<file path="src/rtl/dfe_chain_ctrl_pkg.sv">
// dfe_ctrl_pkg
// Shared definitions for the DFE chain controller slice.
// Contents:
//   ctrl_state_t         controller FSM state encoding (RUN, DRAIN, APPLY, FLUSH)
//   DEF_* constants      default parameter values for N_STAGE, CNT_WIDTH,
//                        QUIET_CYCLES and FLUSH_CYCLES
//   ctr_width()          bit width for a counter that counts 0..max_val-1
package dfe_ctrl_pkg;

  typedef enum logic [1:0] {
    RUN   = 2'd0,
    DRAIN = 2'd1,
    APPLY = 2'd2,
    FLUSH = 2'd3
  } ctrl_state_t;

  localparam int DEF_N_STAGE      = 5;
  localparam int DEF_CNT_WIDTH    = 16;
  localparam int DEF_QUIET_CYCLES = 8;
  localparam int DEF_FLUSH_CYCLES = 4;

  // Counters that run 0..max_val-1 need at least one bit even for tiny max_val.
  function automatic int ctr_width(input int max_val);
    return (max_val < 2) ? 1 : $clog2(max_val);
  endfunction

endpackage

</file>
<file path="src/rtl/dfe_chain_ctrl_if.sv">
// dfe_chain_ctrl_if
// Configuration handshake between a configuration master and the chain
// controller.
// Signals:
//   cfg_req      one-cycle configuration request (master -> controller)
//   cfg_bypass   requested per-stage bypass vector
//   cfg_wr_mask  stages whose coefficients are to be written
//   cfg_busy     high from request acceptance until completion
//   cfg_done     one-cycle completion pulse
// Modports: master (requester side), slave (controller side).
interface dfe_chain_ctrl_if
  import dfe_ctrl_pkg::*;
  #(parameter int N_STAGE = DEF_N_STAGE) ();

  logic               cfg_req;
  logic [N_STAGE-1:0] cfg_bypass;
  logic [N_STAGE-1:0] cfg_wr_mask;
  logic               cfg_busy;
  logic               cfg_done;

  modport master (
    output cfg_req, cfg_bypass, cfg_wr_mask,
    input  cfg_busy, cfg_done
  );

  modport slave (
    input  cfg_req, cfg_bypass, cfg_wr_mask,
    output cfg_busy, cfg_done
  );

endinterface

</file>
<file path="src/rtl/dfe_chain_ctrl_sat_counter.sv">
// sat_counter
// Saturating event counter with synchronous clear.
// Ports:
//   clk, rst_n   clock and asynchronous active-low reset
//   inc          count one event this cycle
//   clr          synchronous clear; an event in the same cycle still counts
//   cnt          current count, sticks at all-ones
module sat_counter
  import dfe_ctrl_pkg::*;
  #(parameter int CNT_WIDTH = DEF_CNT_WIDTH) (
  input  logic                 clk,
  input  logic                 rst_n,
  input  logic                 inc,
  input  logic                 clr,
  output logic [CNT_WIDTH-1:0] cnt
);

  localparam logic [CNT_WIDTH-1:0] ONE = CNT_WIDTH'(1);

  // Clear wins over the old value, but a coincident event is counted after it.
  always_ff @(posedge clk or negedge rst_n) begin
    if (!rst_n) begin
      cnt <= '0;
    end else if (clr) begin
      cnt <= inc ? ONE : '0;
    end else if (inc && (cnt != '1)) begin
      cnt <= cnt + ONE;
    end
  end

endmodule

</file>
<file path="src/rtl/dfe_chain_ctrl.sv">
// dfe_chain_ctrl
// Controls reconfiguration of a DFE filter chain: gates the input strobe
// while the chain is drained, reconfigured and flushed, and keeps sticky
// overflow/underflow status plus saturating event counters.
// Ports:
//   clk, rst_n        clock and asynchronous active-low reset
//   valid_in          upstream sample strobe
//   chain_valid_in    strobe to stage 0 (valid_in passed through only in RUN)
//   stage_valid       per-stage valid_out, used to detect a drained chain
//   stage_ovf/unf     per-stage overflow / underflow pulses
//   cfg               configuration handshake (slave side)
//   stage_bypass      registered bypass vector to the stages
//   coeff_wr_en       one-cycle coefficient write strobes
//   clr_status        synchronous clear of flags and counters
//   overflow/underflow sticky status flags
//   ovf_cnt           per-stage overflow counts, stage k at [k*CNT_WIDTH +: CNT_WIDTH]
//   drop_cnt          count of valid_in strobes dropped while held
module dfe_chain_ctrl
  import dfe_ctrl_pkg::*;
  #(
  parameter int N_STAGE      = DEF_N_STAGE,
  parameter int CNT_WIDTH    = DEF_CNT_WIDTH,
  parameter int QUIET_CYCLES = DEF_QUIET_CYCLES,
  parameter int FLUSH_CYCLES = DEF_FLUSH_CYCLES
) (
  input  logic                           clk,
  input  logic                           rst_n,
  input  logic                           valid_in,
  output logic                           chain_valid_in,
  input  logic [N_STAGE-1:0]             stage_valid,
  input  logic [N_STAGE-1:0]             stage_ovf,
  input  logic [N_STAGE-1:0]             stage_unf,
  dfe_chain_ctrl_if.slave                cfg,
  output logic [N_STAGE-1:0]             stage_bypass,
  output logic [N_STAGE-1:0]             coeff_wr_en,
  input  logic                           clr_status,
  output logic                           overflow,
  output logic                           underflow,
  output logic [N_STAGE*CNT_WIDTH-1:0]   ovf_cnt,
  output logic [CNT_WIDTH-1:0]           drop_cnt
);

  localparam int QW = ctr_width(QUIET_CYCLES);
  localparam int FW = ctr_width(FLUSH_CYCLES);
  localparam logic [QW-1:0] QUIET_LAST = QW'(QUIET_CYCLES - 1);
  localparam logic [FW-1:0] FLUSH_LAST = FW'(FLUSH_CYCLES - 1);
  localparam logic [QW-1:0] QONE       = QW'(1);
  localparam logic [FW-1:0] FONE       = FW'(1);

  ctrl_state_t        state;
  logic [QW-1:0]      quiet_cnt;
  logic [FW-1:0]      flush_cnt;
  logic [N_STAGE-1:0] lat_bypass;
  logic [N_STAGE-1:0] lat_mask;
  logic               hold;

  // Any state other than RUN holds off new samples; the state is a register,
  // so the pass-through path is only valid_in AND a flop.
  assign hold           = (state != RUN);
  assign chain_valid_in = valid_in & ~hold;

  // Controller FSM. The bypass and write strobes are loaded on the edge into
  // APPLY so they are visible exactly during the APPLY cycle; cfg_done is
  // raised on the edge back into RUN and dropped again one cycle later.
  always_ff @(posedge clk or negedge rst_n) begin
    if (!rst_n) begin
      state        <= RUN;
      quiet_cnt    <= '0;
      flush_cnt    <= '0;
      lat_bypass   <= '0;
      lat_mask     <= '0;
      stage_bypass <= '0;
      coeff_wr_en  <= '0;
      cfg.cfg_busy <= 1'b0;
      cfg.cfg_done <= 1'b0;
    end else begin
      coeff_wr_en  <= '0;
      cfg.cfg_done <= 1'b0;
      case (state)
        RUN: begin
          if (cfg.cfg_req) begin
            lat_bypass   <= cfg.cfg_bypass;
            lat_mask     <= cfg.cfg_wr_mask;
            quiet_cnt    <= '0;
            cfg.cfg_busy <= 1'b1;
            state        <= DRAIN;
          end
        end
        DRAIN: begin
          if (|stage_valid) begin
            quiet_cnt <= '0;
          end else if (quiet_cnt == QUIET_LAST) begin
            quiet_cnt    <= '0;
            stage_bypass <= lat_bypass;
            coeff_wr_en  <= lat_mask;
            state        <= APPLY;
          end else begin
            quiet_cnt <= quiet_cnt + QONE;
          end
        end
        APPLY: begin
          flush_cnt <= '0;
          state     <= FLUSH;
        end
        FLUSH: begin
          if (flush_cnt == FLUSH_LAST) begin
            flush_cnt    <= '0;
            cfg.cfg_busy <= 1'b0;
            cfg.cfg_done <= 1'b1;
            state        <= RUN;
          end else begin
            flush_cnt <= flush_cnt + FONE;
          end
        end
        default: state <= RUN;
      endcase
    end
  end

  // Sticky status flags; a clear coincident with an event leaves the flag set.
  always_ff @(posedge clk or negedge rst_n) begin
    if (!rst_n) begin
      overflow  <= 1'b0;
      underflow <= 1'b0;
    end else if (clr_status) begin
      overflow  <= |stage_ovf;
      underflow <= |stage_unf;
    end else begin
      overflow  <= overflow  | (|stage_ovf);
      underflow <= underflow | (|stage_unf);
    end
  end

  for (genvar k = 0; k < N_STAGE; k++) begin : g_ovf_cnt
    sat_counter #(.CNT_WIDTH(CNT_WIDTH)) u_ovf_cnt (
      .clk   (clk),
      .rst_n (rst_n),
      .inc   (stage_ovf[k]),
      .clr   (clr_status),
      .cnt   (ovf_cnt[k*CNT_WIDTH +: CNT_WIDTH])
    );
  end

  sat_counter #(.CNT_WIDTH(CNT_WIDTH)) u_drop_cnt (
    .clk   (clk),
    .rst_n (rst_n),
    .inc   (valid_in & hold),
    .clr   (clr_status),
    .cnt   (drop_cnt)
  );

endmodule

</file>
<file path="src/flat_wrapper.sv">
// flat-port wrapper written by rule: the top's interface ports become plain ports
module dfe_chain_ctrl_flat import dfe_ctrl_pkg::*;
#(
  parameter int N_STAGE      = DEF_N_STAGE,
  parameter int CNT_WIDTH    = DEF_CNT_WIDTH,
  parameter int QUIET_CYCLES = DEF_QUIET_CYCLES,
  parameter int FLUSH_CYCLES = DEF_FLUSH_CYCLES
)
  (clk, rst_n, valid_in, chain_valid_in, stage_valid, stage_ovf, stage_unf, stage_bypass, coeff_wr_en, clr_status, overflow, underflow, ovf_cnt, drop_cnt, cfg_cfg_req, cfg_cfg_bypass, cfg_cfg_wr_mask, cfg_cfg_busy, cfg_cfg_done);
  dfe_chain_ctrl_if #(.N_STAGE(N_STAGE)) cfg_i ();
  input  logic clk;
  input  logic rst_n;
  input  logic valid_in;
  output logic chain_valid_in;
  input  logic [N_STAGE-1:0] stage_valid;
  input  logic [N_STAGE-1:0] stage_ovf;
  input  logic [N_STAGE-1:0] stage_unf;
  output logic [N_STAGE-1:0] stage_bypass;
  output logic [N_STAGE-1:0] coeff_wr_en;
  input  logic clr_status;
  output logic overflow;
  output logic underflow;
  output logic [N_STAGE*CNT_WIDTH-1:0] ovf_cnt;
  output logic [CNT_WIDTH-1:0] drop_cnt;
  input wire logic [$bits(cfg_i.cfg_req)-1:0] cfg_cfg_req;
  input wire logic [$bits(cfg_i.cfg_bypass)-1:0] cfg_cfg_bypass;
  input wire logic [$bits(cfg_i.cfg_wr_mask)-1:0] cfg_cfg_wr_mask;
  output wire logic [$bits(cfg_i.cfg_busy)-1:0] cfg_cfg_busy;
  output wire logic [$bits(cfg_i.cfg_done)-1:0] cfg_cfg_done;
  assign cfg_i.cfg_req = cfg_cfg_req;
  assign cfg_i.cfg_bypass = cfg_cfg_bypass;
  assign cfg_i.cfg_wr_mask = cfg_cfg_wr_mask;
  assign cfg_cfg_busy = cfg_i.cfg_busy;
  assign cfg_cfg_done = cfg_i.cfg_done;
  dfe_chain_ctrl #(.N_STAGE(N_STAGE), .CNT_WIDTH(CNT_WIDTH), .QUIET_CYCLES(QUIET_CYCLES), .FLUSH_CYCLES(FLUSH_CYCLES)) u_core (.clk(clk), .rst_n(rst_n), .valid_in(valid_in), .chain_valid_in(chain_valid_in), .stage_valid(stage_valid), .stage_ovf(stage_ovf), .stage_unf(stage_unf), .cfg(cfg_i), .stage_bypass(stage_bypass), .coeff_wr_en(coeff_wr_en), .clr_status(clr_status), .overflow(overflow), .underflow(underflow), .ovf_cnt(ovf_cnt), .drop_cnt(drop_cnt));
endmodule
</file>
<file path="config.mk">
export PLATFORM = sky130hd
export DESIGN_NAME = dfe_chain_ctrl_flat
export DESIGN_NICKNAME = d
export VERILOG_FILES = /design/src/rtl/dfe_chain_ctrl_pkg.sv /design/src/rtl/dfe_chain_ctrl_if.sv /design/src/rtl/dfe_chain_ctrl_sat_counter.sv /design/src/rtl/dfe_chain_ctrl.sv /design/src/flat_wrapper.sv
export SDC_FILE = /design/constraint.sdc
export NUM_CORES = 1
export LEC_CHECK = 0
export CAP_MARGIN = 20
export CORE_UTILIZATION = 47
export CTS_CLUSTER_DIAMETER = 150
export DETAILED_ROUTE_END_ITERATION = 6
export GPL_TIMING_DRIVEN = 0
export HOLD_SLACK_MARGIN = 0.15
export PLACE_DENSITY_LB_ADDON = 0.05
export SLEW_MARGIN = 10
export SYNTH_ARGS = -nofsm -noshare
export SYNTH_HDL_FRONTEND = slang
export SYNTH_SLANG_ARGS = --single-unit
export TNS_END_PERCENT = 50
</file>
<file path="constraint.sdc">
create_clock -name clk -period 1.76 [get_ports clk]
set_input_delay 0.528 -clock clk [delete_from_list [all_inputs] [get_ports clk]]
set_output_delay 0.528 -clock clk [all_outputs]
set_load 0.01 [all_outputs]
</file>
* Word-level counts from Yosys, hierarchy flattened
Cells that the tools add are included.
** Word-level totals
- Register bits :: 127
- Input bits :: 30
- Output and inout port bits :: 111
- Logic and storage cells :: 110
** Operators by class
- Add/sub/neg operators :: 8
- Eq/ne operators :: 15
- Multiplexer cells :: 39
- Bitwise gates (word level) :: 6
- Reduce and logical (&&, ||, !) cells :: 25
** Operators by type and width (count)
- $mux W16 :: 12
- $add A16 B1 Y16 const B :: 6
- $ne A16 B16 Y1 const B :: 6
- $reduce_bool A2 Y1 :: 10
- $mux W5 :: 3
- $reduce_or A5 Y1 :: 3
- $mux W1 :: 12
- $mux W2 :: 5
- $mux W3 :: 3
- $pmux W2 S4 :: 1
- $eq A2 B2 Y1 const B :: 3
- $logic_and A1 B1 Y1 :: 6
- $pmux W3 S2 :: 1
- $reduce_and A3 Y1 :: 2
- $ne A2 B1 Y1 const B :: 2
- $ne A2 B2 Y1 const B :: 2
- $pmux W2 S2 :: 1
- $reduce_and A2 Y1 :: 2
- $reduce_and A4 Y1 :: 1
- $add A3 B1 Y3 const B :: 1
- $eq A3 B3 Y1 const B :: 1
- $add A2 B1 Y2 const B :: 1
- $and A1 B1 Y1 :: 2
- $eq A2 B1 Y1 const B :: 1
- 4 further kinds :: 6

* Logic depth before layout (Yosys ltp)
- Depth after elaboration :: 5
- Depth in mapped cells :: 8
- Gate-level depth less buffers :: 6

* Modules after synthesis
From an unflattened synthesis, not the netlist that was laid out.
** Second synthesis, totals
- Cell total of the unflattened synthesis :: 711
- Area total of the unflattened synthesis :: 7076.8 µm²
** By module, submodules not included
- sat_counter at u_core.g_ovf_cnt[0].u_ovf_cnt ... :: instances 5, cells an instance 102, area an instance 959.7 µm², seq. area each 400.4 µm²
- dfe_chain_ctrl :: instances 1, cells an instance 102, area an instance 1353.8 µm², seq. area each 775.7 µm²
- sat_counter at u_core.g_ovf_cnt[2].u_ovf_cnt :: instances 1, cells an instance 99, area an instance 924.6 µm², seq. area each 400.4 µm²

* Worst setup path after synthesis
No wires, ideal clock.
- Path kind :: input to register
- Start :: input stage_ovf[0]
- End :: register u_core.g_ovf_cnt[0].u_ovf_cnt.cnt[11]
- Library setup time :: 78 ps
- Arrival time :: 1808 ps
- Data required time :: 1682 ps
- Setup slack :: -126 ps
- Stages on the path :: 5
- Buffers on the path :: 1
- Cell sequence :: clkbuf_1 > and3_1 > nand3_1 > or4_1 > a21oi_1
** On the way
- Longest elaborated chain between the ends :: 2
** Ends and longest elaborated chain
- from (decl) :: line flat_wrapper.sv:16 : input logic [N_STAGE-1:0] stage_ovf;
- $logic_and A1 B1 Y1 :: line dfe_chain_ctrl_sat_counter.sv:26 : end else if (inc && (cnt != '1)) begin
- $reduce_bool A2 Y1 (no line)
- to (signal assigned) :: line dfe_chain_ctrl_sat_counter.sv:25 : cnt <= inc ? ONE : '0;
- to (signal assigned) :: line dfe_chain_ctrl_sat_counter.sv:27 : cnt <= cnt + ONE;
- to (decl) :: line dfe_chain_ctrl_sat_counter.sv:15 : output logic [CNT_WIDTH-1:0] cnt
Every way passes these cells.
A chain may end at the register's enable or synchronous reset.

* Worst setup path after layout
- Start :: register u_core.state[0]
- End :: register u_core.u_drop_cnt.cnt[11]
** On the way
- Longest elaborated chain between the ends :: 4
** Ends and longest elaborated chain
- from (decl) :: line dfe_chain_ctrl.sv:50 : ctrl_state_t state;
- from (signal assigned) :: line dfe_chain_ctrl.sv:67 : state <= RUN;
- from (signal assigned) :: line dfe_chain_ctrl.sv:86 : state <= DRAIN;
- from (signal assigned) :: line dfe_chain_ctrl.sv:96 : state <= APPLY;
- $reduce_bool A2 Y1 :: line dfe_chain_ctrl.sv:59 : assign hold = (state != RUN);
- $and A1 B1 Y1 :: line dfe_chain_ctrl.sv:147 : .inc (valid_in & hold),
- $logic_and A1 B1 Y1 :: line dfe_chain_ctrl_sat_counter.sv:26
- $reduce_bool A2 Y1 (no line)
- to (signal assigned) :: line dfe_chain_ctrl_sat_counter.sv:25
- to (signal assigned) :: line dfe_chain_ctrl_sat_counter.sv:27
- to (decl) :: line dfe_chain_ctrl_sat_counter.sv:15
Every way passes these cells.

==> qor.tcl <==
set qor(status) {complete, but fails checks}
set qor(violations) {negative setup slack}
set qor(residual_antenna_violating_net_count_after_detailed_routing) 0
set qor(synth_warnings) 0
set qor(gp_routability_congestion) 0.8871
set qor(synthesized_netlist_cell_count) 692
set qor(r2r.worst_path.cells) 7
set qor(layout_setup_ws_ns) -0.06767
set qor(num-nets-final) 983
set qor(power.static_leakage_uw) 0.004702
set qor(crit_path_start) {u_core.state[0]}
set qor(chipWidth_microns) 121.8
set qor(post_synth_instance_area_sq_um) 6745
set qor(finish.utilization_pct) 73.88
set qor(reg2reg_slack_ns) -0.07
set qor(floorplan.rows) 43
set qor(timing.final.setup_violations) 28
set qor(synth_nets) 736
set qor(avg_cell_area_syn_sq_um) 9.747
set qor(drive_gt1_share_pct) 32.67
set qor(clk_root_buffer_cell) {clkbuf_16}
set qor(number_of_enable_type_register_cells_in_the_synthesized_netlist) 0
set qor(grt_setup_unrepaired) {yes}
set qor(io_pins) 141
set qor(timing.rr.end) {u_core.u_drop_cnt.cnt[11]}
set qor(synth_sequential_area_ratio_pct) 47.12
set qor(crit_required_ns) 2.11
set qor(multi_input_area_sq_um) 4038
set qor(drt-pass1-iter-count) 5
set qor(cts-buffers-inserted) 17
set qor(numClockSinks) 127
set qor(worstSetupEndpointType) {flip-flop}
set qor(criticalPathCategory) {flip-flop to flip-flop}
set qor(place_hpwl_microns) 13090
set qor(clock_tree_from_tritoncts) {built}
set qor(finClkSkew_ns) 0.008447
set qor(start_util_pct) 48.41
set qor(nFillCells) 1003
set qor(fmaxAchievable_ghz) 0.5471
set qor(layout-area-overhead-vs-synth_pct) 52.63
set qor(holdWs_ns) 0.4291
set qor(cts-root-to-sink-buffers) 2
set qor(comb_power_share_pct) 9.6
set qor(dr_total_vias) 7094
set qor(core-area_sq_um) 13930
set qor(internal-power_uw) 5443
set qor(slew-limit-headroom_pct) 51.74
set qor(timing_hold_violations_final) 0
set qor(slew_violations) 0
set qor(area.sequential_sq_um) 3234
set qor(timing.hold.worst.class) {input pin to flip-flop}
set qor(post_drt_via_cell_ratio) 6.267
set qor(wl_per_cell_microns) 19.06
set qor(grt_first_pass_wirelength_microns) 33310
set qor(synth.lib_cells_used.distinct) 55
set qor(netSwitchingPower_uw) 1873
set qor(grt_antenna_before_repair) 0
set qor(seq_power_share_pct) 42.5
set qor(insertedDiodeCount) 0
set qor(first_global_vias) 6705
set qor(async_flop_share_pct) 100.0
set qor(cp-start-kind) {flip-flop}
set qor(design.die.area_sq_um) 14830
set qor(die_h_microns) 121.8
set qor(post-route-min-period_ns) 1.828
set qor(path_clk_slew_ns) 0.06
set qor(tightestPinTransition_ns) 0.7238
set qor(max_cap_violation_count) 0
set qor(critical_register_to_register_path_startpoint) {u_core.state[0]}
set qor(critical_path.max_fanout) 8
set qor(critical_path.endpoint) {u_core.u_drop_cnt.cnt[11]}
set qor(share_clk_of_total_power_pct) 48.0
set qor(cellPowerDensity_nw_per_um2) 710.7
set qor(pin_count_of_the_biggest_net_entering_global_routing) 92
set qor(ctsHtreeMaxLevel) 4
set qor(total_routed_length_microns) 21580
set qor(power_switching_share_pct) 25.60
set qor(remaining_drc_errors) 0
set qor(period_utilization_pct) 103.8
set qor(largest_voltage_drop_on_the_vdd_net_mv) 0.6570
set qor(synth_seq_cells) 127
set qor(synth_top_flop_cell) {dfrtp_1}
set qor(place.port_buffers) 137
set qor(clk_latency_ns) 0.42
set qor(critPathArrivalTime_ns) 2.17
set qor(grt_usage_pct) 28.75
set qor(drt_first_iter_violations) 774
set qor(grt.overflow.total) 0
## worst max-delay path: stages, from the launching register on
cell and delay, ns:
dfrtp_1 0.37, inv_2 0.06, ha_4 0.17, buf_6 0.12
and4b_2 0.34, o31ai_4 0.13, or4_4 0.43, a21oi_2 0.12
## cells by family after synthesis
logic type,share of synthesized area [%]
AND/OR/NAND/NOR,25.06
AO/OA/AOI/OAI,16.45
flip-flops,47.12
buffers and inverters,2.875
multiplexers,5.639
adder cells (fa/ha/maj),2.597
XOR/XNOR,0.2597
## power by group through the flow
| stage | Clock [uW] | Combinational [uW] | Sequential [uW] |
|---|---|---|---|
| after floorplan | 0 | 253 | 3150 |
| after global placement | 0 | 553 | 3150 |
| after detailed placement | 0 | 578 | 3150 |
| after CTS | 3550 | 641 | 3100 |
| after global routing | 3690 | 769 | 3120 |
| final | 3510 | 699 | 3110 |
## placed cells by master, fill, tap and decap left out, types with 6 or more instances in the layout
master           count
dfrtp_2             45
buf_6               15
clkbuf_2             7
nor2b_1              6
and3_1               7
o21ai_0             25
clkbuf_16           17
or4_1               20
nor4_1               7
clkdlybuf4s50_1     21
or3_4                6
nand4_1             35
clkbuf_1             8
mux2i_1             11
or4_4               10
a21oi_2             15
o31ai_1             30
nor4_4              11
nor3_1              11
and2_1              12
nand3_1             22
nor2_1              31
inv_1               20
o41ai_1              8
dlygate4sd2_1      110
ha_4                 6
buf_4               81
a21oi_1             41
ha_1                 8
mux2_2              21
nand2_1             55
dfrtp_1             82
or3_1               13
## how the worst min path moves through the flow
stage / from / end / slack (ns) / cells past startpoint
2_1_floorplan: rst_n / u_core.cfg.cfg_busy / 0.23 / 0
3_3_place_gp: u_core.lat_mask[4] / u_core.coeff_wr_en[4] / 0.46 / 1
3_5_place_dp: rst_n / u_core.g_ovf_cnt[0].u_ovf_cnt.cnt[11] / 0.46 / 1
4_1_cts: stage_ovf[2] / u_core.overflow / 0.42 / 3
5_1_grt: stage_ovf[2] / u_core.overflow / 0.44 / 3
6_report: stage_ovf[2] / u_core.overflow / 0.43 / 3
## flip-flops by register name, summed over array words and instances (netlist names), 2 cells and up
register                        flops
u_core.u_drop_cnt.cnt              16
u_core.flush_cnt                    2
u_core.lat_bypass                   5
u_core.stage_bypass                 5
u_core.coeff_wr_en                  5
u_core.lat_mask                     5
u_core.g_ovf_cnt.u_ovf_cnt.cnt     80
u_core.state                        2
u_core.quiet_cnt                    3
## cells in the mapped netlist (all sizes together) (5+ instances only)
master | instances | area, sq um
a211oi | 6 | 45.04
and2 | 12 | 75.07
mux2 | 24 | 270.3
a21oi | 57 | 285.3
dfrtp | 127 | 3178
or3 | 20 | 127.6
o31ai | 32 | 240.2
nor2 | 31 | 116.4
inv | 22 | 82.58
and4 | 9 | 78.83
o311ai | 8 | 70.07
ha | 14 | 175.2
mux2i | 11 | 110.1
nor2b | 7 | 43.79
o21ai | 28 | 140.1
nand4 | 36 | 240.2
clkbuf | 17 | 63.81
or4 | 30 | 225.2
nand2 | 57 | 214.0
o211ai | 5 | 37.54
buf | 6 | 35.03
nand3 | 31 | 155.2
o41ai | 9 | 78.83
and3 | 12 | 76.33
nor3 | 16 | 80.08
nor4 | 22 | 143.9
## stage by stage
stage,setup TNS (ns),total power (uW),worst slack (ns),instance area (sq um),cells
final,-0.8283,7316,-0.06767,10290,1132
after global routing,-4.299,7573,-0.1586,10290,1132
after CTS,-1.138,7289,-0.1869,9674,1101
after detailed placement,-43.30,3731,-0.8821,8481,1010
after global placement,-662.96,3700,-5.382,8452,1009
after floorplan,-0.1061,3399,-0.03345,6855,692
## what timing repair did
item / 4_1_cts / 5_1_grt
endpoints found under the setup margin: 202 / 106
endpoints found under the hold margin: 36 / 0
setup buffers: 60 / 31
cloned: 1 / 3
resized for setup: 208 / 103
pin swaps: 26 / 36
hold buffers: 1 / 0
## per-layer routing
| layer | track usage (%) | up-vias | routed length [microns] |
|---|---|---|---|
| met5 | 0 | - | 0 |
| met4 | 12.35 | 0 | 564 |
| met3 | 5.618 | 54 | 1234 |
| met2 | 47.14 | 319 | 10760 |
| met1 | 36.92 | 3517 | 9026 |
| li1 | - | 3204 | - |
## final cells by class
| class | instances | area share, % |
|---|---|---|
| buffer | 21 | 1.410 |
| clock buffer | 17 | 4.132 |
| clock inverter | 15 | 1.592 |
| inverter | 22 | 0.8021 |
| multi-input combinational | 520 | 39.22 |
| sequential | 127 | 31.42 |
| tap | 180 | 2.188 |
| timing repair buffer | 230 | 19.24 |
No activity file was read; power rests on OpenSTA's default activity.
